<file path="src/rtl/aes_pkg.sv">
// Shared constants for the AES round-key scheduler: schedule geometry,
// byte/index widths and the controller state encoding.
package aes_pkg;

    localparam int NR        = 10;   // expanded round keys (store holds NR+1)
    localparam int KEY_BYTES = 16;   // bytes per round key
    localparam int BYTE_W    = 8;
    localparam int ROUND_W   = 4;    // round index width (0..15)
    localparam int BIDX_W    = 4;    // byte-within-key index width

    localparam logic [2:0] ST_IDLE   = 3'd0;
    localparam logic [2:0] ST_LOAD   = 3'd1;
    localparam logic [2:0] ST_EXPAND = 3'd2;
    localparam logic [2:0] ST_READY  = 3'd3;
    localparam logic [2:0] ST_SERVE  = 3'd4;

endpackage

</file>
<file path="src/rtl/aes_rk_store.sv">
// Round-key store: (NUM_ROUNDS+1) keys of KEY_BYTES bytes each, one byte write
// port and one byte read port with a registered read. Byte 0 of a key is its
// most significant byte. Contents are not reset.
module aes_rk_store
    import aes_pkg::*;
#(
    parameter int NUM_ROUNDS = 10
) (
    input  logic               clk,
    input  logic               wr_en,
    input  logic [ROUND_W-1:0] wr_round,
    input  logic [BIDX_W-1:0]  wr_idx,
    input  logic [BYTE_W-1:0]  wr_data,
    input  logic [ROUND_W-1:0] rd_round,
    input  logic [BIDX_W-1:0]  rd_idx,
    output logic [BYTE_W-1:0]  rd_data
);

    localparam int DEPTH = (NUM_ROUNDS + 1) * KEY_BYTES;

    logic [BYTE_W-1:0] mem [0:DEPTH-1];

    // With 16-byte keys the flat address is simply {round, byte index}.
    logic [ROUND_W+BIDX_W-1:0] wr_addr;
    logic [ROUND_W+BIDX_W-1:0] rd_addr;

    assign wr_addr = {wr_round, wr_idx};
    assign rd_addr = {rd_round, rd_idx};

    // Byte write and registered byte read, shaped for block-RAM inference.
    always_ff @(posedge clk) begin
        if (wr_en) begin
            mem[wr_addr] <= wr_data;
        end
        rd_data <= mem[rd_addr];
    end

endmodule

</file>
<file path="src/rtl/aes_round_key_scheduler.sv">
// AES round-key scheduler: captures the cipher key byte-serially, drives the
// byte-serial expansion unit, buffers the expanded schedule and serves any
// round key byte-serially (MSB byte first) with one cycle of latency.
module aes_round_key_scheduler #(
    parameter int NR        = 10,
    parameter int KEY_BYTES = 16
) (
    input  logic       clk,
    input  logic       rst,
    input  logic [7:0] key_byte,
    input  logic       key_valid,
    output logic       key_ready,
    output logic [7:0] ke_key_byte,
    output logic       ke_load,
    output logic       ke_start,
    input  logic [7:0] ke_byte,
    input  logic       ke_valid,
    input  logic       rk_req,
    input  logic [3:0] rk_round,
    output logic [7:0] rk_byte,
    output logic       rk_valid,
    output logic       rk_last,
    output logic       rk_err,
    output logic       keys_valid,
    output logic       busy
);

    import aes_pkg::*;

    localparam logic [7:0] EXP_LAST  = 8'(NR * KEY_BYTES - 1);
    localparam logic [3:0] MAX_ROUND = 4'(NR);

    logic [2:0] state_reg;
    logic [2:0] state_next;
    logic [3:0] key_cnt_reg;
    logic [7:0] exp_cnt_reg;
    logic [3:0] srv_cnt_reg;
    logic [3:0] srv_round_reg;
    logic [7:0] ke_key_byte_reg;
    logic       ke_load_reg;
    logic       ke_start_reg;
    logic       rk_err_reg;

    logic       key_fire;
    logic       exp_fire;
    logic       req_ok;

    logic       st_wr_en;
    logic [3:0] st_wr_round;
    logic [3:0] st_wr_idx;
    logic [7:0] st_wr_data;
    logic [3:0] st_rd_round;
    logic [3:0] st_rd_idx;
    logic [7:0] st_rd_data;

    assign key_ready  = (state_reg == ST_IDLE) || (state_reg == ST_LOAD) || (state_reg == ST_READY);
    assign keys_valid = (state_reg == ST_READY) || (state_reg == ST_SERVE);
    assign busy       = (state_reg == ST_LOAD) || (state_reg == ST_EXPAND);
    assign rk_valid   = (state_reg == ST_SERVE);
    assign rk_last    = rk_valid && (srv_cnt_reg == 4'd15);
    assign rk_byte    = rk_valid ? st_rd_data : 8'h00;
    assign rk_err     = rk_err_reg;
    assign ke_key_byte = ke_key_byte_reg;
    assign ke_load    = ke_load_reg;
    assign ke_start   = ke_start_reg;

    assign key_fire = key_valid && key_ready;
    assign exp_fire = ke_valid && (state_reg == ST_EXPAND);
    // A key byte offered in READY takes priority over a round-key request.
    assign req_ok   = (state_reg == ST_READY) && !key_fire && rk_req && (rk_round <= MAX_ROUND);

    // Next-state logic for the load / expand / serve sequence.
    always_comb begin
        state_next = state_reg;
        case (state_reg)
            ST_IDLE:   if (key_fire) state_next = ST_LOAD;
            ST_LOAD:   if (key_fire && key_cnt_reg == 4'd15) state_next = ST_EXPAND;
            ST_EXPAND: if (exp_fire && exp_cnt_reg == EXP_LAST) state_next = ST_READY;
            ST_READY: begin
                if (key_fire) begin
                    state_next = ST_LOAD;
                end else if (req_ok) begin
                    state_next = ST_SERVE;
                end
            end
            ST_SERVE:  if (srv_cnt_reg == 4'd15) state_next = ST_READY;
            default:   state_next = ST_IDLE;
        endcase
    end

    // State register plus the registered expansion-unit handshake outputs.
    always_ff @(posedge clk) begin
        if (rst) begin
            state_reg       <= ST_IDLE;
            ke_key_byte_reg <= 8'h00;
            ke_load_reg     <= 1'b0;
            ke_start_reg    <= 1'b0;
            rk_err_reg      <= 1'b0;
        end else begin
            state_reg    <= state_next;
            ke_load_reg  <= key_fire;
            ke_start_reg <= (state_reg == ST_LOAD) && (state_next == ST_EXPAND);
            rk_err_reg   <= (state_reg == ST_READY) && !key_fire && rk_req && (rk_round > MAX_ROUND);
            if (key_fire) begin
                ke_key_byte_reg <= key_byte;
            end
        end
    end

    // Byte counters for key load, expansion capture and serving.
    always_ff @(posedge clk) begin
        if (rst) begin
            key_cnt_reg   <= 4'd0;
            exp_cnt_reg   <= 8'd0;
            srv_cnt_reg   <= 4'd0;
            srv_round_reg <= 4'd0;
        end else begin
            // The byte that leaves IDLE/READY is byte 0, so LOAD resumes at 1.
            if (key_fire) begin
                key_cnt_reg <= (state_reg == ST_LOAD) ? key_cnt_reg + 4'd1 : 4'd1;
            end
            if ((state_reg == ST_LOAD) && (state_next == ST_EXPAND)) begin
                exp_cnt_reg <= 8'd0;
            end else if (exp_fire) begin
                exp_cnt_reg <= (exp_cnt_reg == EXP_LAST) ? 8'd0 : exp_cnt_reg + 8'd1;
            end
            if (req_ok) begin
                srv_round_reg <= rk_round;
            end
            if (state_reg == ST_SERVE) begin
                srv_cnt_reg <= srv_cnt_reg + 4'd1;
            end
        end
    end

    // Store write port: key bytes go to round 0, expansion bytes to rounds 1..NR.
    always_comb begin
        st_wr_en    = key_fire || exp_fire;
        st_wr_round = 4'd1 + exp_cnt_reg[7:4];
        st_wr_idx   = exp_cnt_reg[3:0];
        st_wr_data  = ke_byte;
        if (key_fire) begin
            st_wr_round = 4'd0;
            st_wr_idx   = (state_reg == ST_LOAD) ? key_cnt_reg : 4'd0;
            st_wr_data  = key_byte;
        end
    end

    // Store read port runs one byte ahead so the registered read meets latency 1.
    always_comb begin
        st_rd_round = rk_round;
        st_rd_idx   = 4'd0;
        if (state_reg == ST_SERVE) begin
            st_rd_round = srv_round_reg;
            st_rd_idx   = srv_cnt_reg + 4'd1;
        end
    end

    aes_rk_store #(
        .NUM_ROUNDS (NR)
    ) u_store (
        .clk      (clk),
        .wr_en    (st_wr_en),
        .wr_round (st_wr_round),
        .wr_idx   (st_wr_idx),
        .wr_data  (st_wr_data),
        .rd_round (st_rd_round),
        .rd_idx   (st_rd_idx),
        .rd_data  (st_rd_data)
    );

endmodule

</file>
<file path="config.mk">
export PLATFORM = sky130hd
export DESIGN_NAME = aes_round_key_scheduler
export DESIGN_NICKNAME = d
export VERILOG_FILES = /design/src/rtl/aes_pkg.sv /design/src/rtl/aes_rk_store.sv /design/src/rtl/aes_round_key_scheduler.sv
export SDC_FILE = /design/constraint.sdc
export NUM_CORES = 2
export LEC_CHECK = 0
export BUFFER_PORTS_ARGS = -buffer_cell sky130_fd_sc_hd__buf_2
export CORE_MARGIN = 2
export CORE_UTILIZATION = 65
export DETAILED_ROUTE_END_ITERATION = 6
export GPL_TIMING_DRIVEN = 1
export HOLD_SLACK_MARGIN = 0.05
export PLACE_DENSITY = 0.82
export REMOVE_ABC_BUFFERS = 1
export SLEW_MARGIN = 30
export SYNTH_ARGS = -nofsm -noshare
export SYNTH_HDL_FRONTEND = slang
export SYNTH_HIERARCHICAL = 1
export SYNTH_SLANG_ARGS = --single-unit
</file>
<file path="constraint.sdc">
create_clock -name clk -period 12 [get_ports clk]
set_clock_uncertainty 0.2 [all_clocks]
set_input_delay 0.6 -clock clk [delete_from_list [all_inputs] [get_ports clk]]
set_output_delay 0.6 -clock clk [all_outputs]
set_load 0.02 [all_outputs]
</file>
# Word level (Yosys, flattened, before mapping)
# Memories as Yosys holds them, arrays and structs flattened. A register that Yosys moved wholly into a read port is not among the register bits.
# Index checks and enable logic that the tools add are counted.
# op_classes
addsub	4
magnitude_cmp	2
eq_ne	8
muxes	18
n_reduce_logical	18
# op_table
cell	count
4-bit two-way mux	6
8-bit two-way mux	3
3-bit two-way mux	6
3-bit one-hot mux with 5 select lines	1
1-bit logical AND	10
3-bit by 2-bit equality test with 1-bit output (second input constant)	3
4-bit by 1-bit adder with 4-bit output (second input constant)	2
8-bit by 1-bit adder with 8-bit output (second input constant)	1
4-bit equality test (second input constant)	2
8-bit equality test (second input constant)	1
1-bit logical OR	5
1-bit by 4-bit adder with 4-bit output (first input constant)	1
4-bit greater-than comparator (second input constant)	1
4-bit less-or-equal comparator (second input constant)	1
3-bit by 1-bit equality test with 1-bit output (second input constant)	1
3-bit equality test (second input constant)	1
3-bit logical NOT	1
1-bit two-way mux	2
2-bit OR reduction	1
1-bit logical NOT	1
# totals
regBits	34
ramBits	1408
input_bits	25
output_inout_bits	24
wordCells	60
mem_count	1
# memory_table
memory	words	word_bits	rd	rd_ports_with_merged_regs	wr	line	text
u_store.mem	176	8	1	1	1	aes_rk_store.sv:21	logic [BYTE_W-1:0] mem [0:DEPTH-1];

# Logic depth before layout (Yosys ltp)
# depth
ltp_word	14
ltp_mapped	15
depth_no_buf	11

# Cells and area by module
# Netlist, hierarchy kept.
# modules_own_cells
mod	n_inst	cells_per_inst	area_each_um2	seq_area_each_um2
aes_rk_store	1	2664	55246.7	42440.7
aes_round_key_scheduler	1	238	1816.7	680.7

# Least setup slack after synthesis
# Ideal clock, no wire load.
# synth_timing
path_kind	input to register
start	input key_valid
end	memory u_store.mem[0][1] (data pin)
setup_time_ns	0.628
t_arrival_ns	3.394
t_required_ns	11.172
slack_ns	7.778
cell_stages	5
path_buffers	1
path_cell_list	nor2b_1 -> and2_1 -> buf_2 -> nand2_1 -> nand2_1
# synth_between
elab_chain_cells	2
# synth_rtl
item	line	text
from (decl)	aes_round_key_scheduler.sv:11	input logic key_valid,
1-bit logical AND	aes_round_key_scheduler.sv:67	assign key_fire = key_valid && key_ready;
8-bit two-way mux	aes_round_key_scheduler.sv:142	if (key_fire) begin
named net st_wr_data[1]	aes_round_key_scheduler.sv:51	logic [7:0] st_wr_data;
to (decl)	aes_rk_store.sv:21	
# The timed path passes the listed nets, and every way through them passes these cells.

# Worst setup path after layout
# layout_timing
start	register state_reg[1]
end	register u_store.rd_data[7], read port of u_store.mem
# layout_between
elab_chain_cells	2
word_cells_on_any_way	3
cone_classes	1 x eq/ne; 2 x mux
# layout_rtl
item	line	text
from (decl)	aes_round_key_scheduler.sv:33	logic [2:0] state_reg;
from (signal assigned)	aes_round_key_scheduler.sv:100	state_reg <= state_next;
3-bit equality test	aes_round_key_scheduler.sv:153	if (state_reg == ST_SERVE) begin
4-bit two-way mux	aes_round_key_scheduler.sv:153	
named net st_rd_idx[1]	aes_round_key_scheduler.sv:53	logic [3:0] st_rd_idx;
to (decl)	aes_rk_store.sv:16	output logic [BYTE_W-1:0] rd_data
# The timed path passes the listed nets, and every way through them passes these cells.
# A chain may end at the register's enable or synchronous reset.

==> metrics.log <==
INFO  metric placement.io_buffers = 48
INFO  metric cell_taking_the_most_area_after_synthesis = sky130_fd_sc_hd__edfxtp_1
INFO  metric avgRoutedWirePerCell = 33.5 µm
INFO  metric detail_route.iter0.violations = 5002
INFO  metric total_power = 10.2 mW
INFO  metric nNetsFinal = 3004
INFO  metric synthXorXnorAreaFrac = 0.169%
INFO  metric cp_data_required_time = 12370 ps
INFO  metric yosysTopAreaCellShare = 74.1%
INFO  metric cell_area_after_placement = 0.0581 mm²
INFO  metric tightest_slew = 1180 ps
INFO  metric ir_drop = 0.000160 V
INFO  metric post_synth_and_or_nand_nor_area_fraction = 3.95%
INFO  metric detailedPlacementHpwl = 82100 µm
INFO  metric count_of_maximum_capacitance_violations = 0
INFO  metric post_synth_main_area_contributors = sky130_fd_sc_hd__edfxtp_1, sky130_fd_sc_hd__mux4_2, sky130_fd_sc_hd__mux2i_1
INFO  metric seq_power_share = 55.0%
INFO  metric route.detailed.drc = 0
INFO  metric synth-warning-count = 6
INFO  metric post_cts.resized_instances = 0
INFO  metric global_route.overflow_total = 0
INFO  metric main_combinational_cell_family_by_area_after_synthesis = multiplexers
INFO  metric worst_slew_margin_relative_to_its_limit = 20.8%
INFO  metric core = 0.0869 mm²
INFO  metric clock_path_buffers = 3
INFO  metric fp.dieW = 300 µm
INFO  metric detailroute.via_count = 30600
INFO  metric ctsRootBufferMaster = sky130_fd_sc_hd__clkbuf_16
INFO  metric clock_latency = 750 ps
INFO  metric largest_reg_flops = 1408
INFO  metric hp-class = primary input to flop
INFO  metric synthFlopType = sky130_fd_sc_hd__edfxtp_1
INFO  metric worst_setup_hold_path_clk_slew = 60 ps
INFO  metric cts_tree = built
INFO  metric synth.avg_cell_area = 19.7 µm²
INFO  metric setup-violations-final = 0
INFO  metric switching_power = 2.10 mW
INFO  metric cts_inserted_buffers = 140
INFO  metric setup_repair_after_global_routing_missed_its_margin = false
INFO  metric timing.fmax = 178 MHz
INFO  metric syn_area = 0.0571 mm²
INFO  metric area.growth.synth_to_final = 10.3%
INFO  metric number_of_pins_exceeding_their_max_slew_limit_in_the_final_report = 0
INFO  metric top_level_ports = 49
INFO  metric global_route_wire_length_before_repair = 207000 µm
INFO  metric cts_max_level = 4
INFO  metric critPathMaxFanout = 126
INFO  metric sinks_on_clock_net = 1450
INFO  metric p_int = 8.11 mW
INFO  metric comb_power_share = 2.3%
INFO  metric setup.worst_path.class = flop to flop
INFO  metric fillerInstances = 4610
INFO  metric static-leakage-power = 18.8 nW
INFO  metric die_area = 0.0902 mm²
INFO  metric ys_seq_area_share = 75.6%
INFO  metric post_drt_via_cell_ratio = 7.20
INFO  metric fp.dieH = 300 µm
INFO  metric element_type_at_the_critical_path_end = flop
INFO  metric synthesized_area_fraction_occupied_by_adder_cells = 0.110%
INFO  metric detailedRoute.firstPassIterationCount = 7
INFO  metric start_kind = flop
INFO  metric postLayoutCellArea = 0.0629 mm²
INFO  metric antenna_found_initial = 12
INFO  metric floorplan.rows = 108
INFO  metric switching_share = 20.6%
INFO  metric final.period_utilization = 46.8%
INFO  metric place_congestion = 0.918
INFO  metric largest_net_degree_at_the_start_of_global_routing = 127
INFO  metric share_of_cell_area_taken_by_muxes_after_synthesis = 14.3%
INFO  metric hold_viol_final = 0
INFO  metric routed_wl = 142000 µm
INFO  metric reg_area = 0.0431 mm²
INFO  metric asr_flop_ratio_synth = 0%
INFO  metric finalCriticalPeriod = 5620 ps
INFO  metric pwr_density_cell = 162 mW/mm²
INFO  metric final_critical_path_setup_slack = 6380 ps
INFO  metric multiInputGateArea = 0.0130 mm²
INFO  metric first_global_vias = 30400
INFO  metric final_antenna_net_count = 0
INFO  metric status = finished clean
INFO  metric synth.ff_latch_count = 1450
INFO  metric fin_setup_tns = 0 ps
INFO  metric synth-edff-count = 1408
INFO  metric floorplan.initialDensity = 65.7%
INFO  metric postSynthCellCount = 2902
INFO  metric pre_cts_worst_setup_slack = 6560 ps
INFO  metric synth_compound_gate_area_share = 3.90%
INFO  metric register_containing_the_most_flip_flops_in_the_final_layout = u_store/mem
INFO  metric final_layout_size_suffix_gt1_share = 19.5%
INFO  metric post_synth_num_cell_types = 64
INFO  metric cp.arrival = 5990 ps
INFO  metric clockPowerShare = 42.7%
INFO  metric grt_util_all_layers = 32.1%
[critical path, stage by stage (launching register included)]
cell,delay [ps]
sky130_fd_sc_hd__dfxtp_1,470
sky130_fd_sc_hd__nor2_1,90
sky130_fd_sc_hd__nand2_1,440
sky130_fd_sc_hd__clkinv_1,590
sky130_fd_sc_hd__nand2_1,410
sky130_fd_sc_hd__clkinv_8,580
sky130_fd_sc_hd__nor2_2,980
sky130_fd_sc_hd__a22oi_1,240
sky130_fd_sc_hd__nand3_1,210
sky130_fd_sc_hd__nand3_1,260
sky130_fd_sc_hd__nor4_2,800
sky130_fd_sc_hd__a311oi_1,110
[cells in the final DEF (no fill, tap or decap), types with 25 or more instances in the layout]
cell and instances:
sky130_fd_sc_hd__nand3_1 56, sky130_fd_sc_hd__clkinv_1 30, sky130_fd_sc_hd__a21oi_1 78, sky130_fd_sc_hd__a22oi_1 80, sky130_fd_sc_hd__mux2i_1 151, sky130_fd_sc_hd__nand2_1 106
sky130_fd_sc_hd__mux4_2 265, sky130_fd_sc_hd__a211oi_1 31, sky130_fd_sc_hd__clkbuf_16 140, sky130_fd_sc_hd__edfxtp_1 1408, sky130_fd_sc_hd__dfxtp_1 42, sky130_fd_sc_hd__buf_2 48
sky130_fd_sc_hd__clkbuf_1 28, sky130_fd_sc_hd__mux4_1 25, sky130_fd_sc_hd__o22ai_1 39, sky130_fd_sc_hd__nor2_1 222
[cell families (layout without fill, tap and decap cells)]
logic type	count (synthesis)	in the layout
compound gates	315	315
fa+ha+maj	5	5
xor+xnor	11	11
simple gates	502	502
flops	1450	1450
buf+inv	176	359
mux	443	443
other cells	0	5
[cell usage after synthesis (6+ instances only)]
cell type and n:
sky130_fd_sc_hd__dfxtp_1 42, sky130_fd_sc_hd__nor2_1 227, sky130_fd_sc_hd__nand2_1 114, sky130_fd_sc_hd__edfxtp_1 1408
sky130_fd_sc_hd__a21oi_1 78, sky130_fd_sc_hd__inv_1 6, sky130_fd_sc_hd__nand2b_1 9, sky130_fd_sc_hd__mux2i_1 151
sky130_fd_sc_hd__nor4_1 7, sky130_fd_sc_hd__o32ai_1 8, sky130_fd_sc_hd__nand3_1 64, sky130_fd_sc_hd__xor2_1 6
sky130_fd_sc_hd__o22ai_1 39, sky130_fd_sc_hd__a211oi_1 31, sky130_fd_sc_hd__mux4_1 25, sky130_fd_sc_hd__buf_1 11
sky130_fd_sc_hd__buf_4 16, sky130_fd_sc_hd__mux4_2 265, sky130_fd_sc_hd__a22o_1 6, sky130_fd_sc_hd__a2111oi_2 7
sky130_fd_sc_hd__o21ai_0 11, sky130_fd_sc_hd__buf_2 51, sky130_fd_sc_hd__buf_12 10, sky130_fd_sc_hd__a22oi_1 80
sky130_fd_sc_hd__clkbuf_1 54, sky130_fd_sc_hd__nand4_1 12, sky130_fd_sc_hd__buf_6 21, sky130_fd_sc_hd__nor2b_1 16
sky130_fd_sc_hd__and2_1 23, sky130_fd_sc_hd__o221ai_1 8, sky130_fd_sc_hd__o21bai_1 8, sky130_fd_sc_hd__a311oi_1 8
sky130_fd_sc_hd__o22a_1 8, sky130_fd_sc_hd__a221oi_1 8
[per-stage QoR]
step / cells / hold WS [ps] / util (%)
floorplan: 2734 / 260 / -
global placement: 3968 / 240 / 66.7
detailed placement: 3971 / 248 / 66.9
CTS: 4238 / 58.8 / 72.3
global route: 4240 / 103 / 72.4
finish: 4245 / 112 / 72.4
[cell type report]
type	count	area share, %
clock inverters	84	1.50
repair buffers	98	1.15
flip-flops and latches	1450	68.5
diodes	5	0.0199
well taps	1155	2.30
multi-input cells	1276	20.7
inverters	8	0.0676
clock buffers	169	5.75
[path summary, 6_finish.rpt]
| check | from | end | slack [ps] | cells after the start |
|---|---|---|---|---|
| max | state_reg[1]$_SDFF_PP0_ | u_store/rd_data[7]$_DFF_P_ | 6380 | 11 |
| min | rst | srv_cnt_reg[0]$_SDFFE_PP0P_ | 110 | 2 |
| max reg2reg | state_reg[1]$_SDFF_PP0_ | u_store/rd_data[7]$_DFF_P_ | 6380 | 11 |
| min reg2reg | ke_key_byte[4]$_SDFFE_PP0N_ | ke_key_byte[4]$_SDFFE_PP0N_ | 260 | 2 |
[power by group through the flow]
stage                     registers (mW)  logic (mW)  clock network [mW]
after floorplan                     5.74       0.101                   0
after global placement              5.72       0.207                   0
after detailed placement            5.72       0.223                   0
after CTS                           5.61       0.228                4.39
after global routing                5.61       0.249                4.59
final                               5.61       0.238                4.36
[layer usage]
metal  vias up  track usage, %  wire length [µm]
met1     15500            43.0             48200
met5         -               0                94
met3       518            9.16             18400
met4        14            14.0              7020
li1      12100               -                 -
met2      2494            50.3             68400
[what timing repair did]
action,in CTS,in global routing
hold endpoints to repair,15,0
buffers inserted,0,0
hold buffers,14,0
No activity file was read; power rests on OpenSTA's default activity.
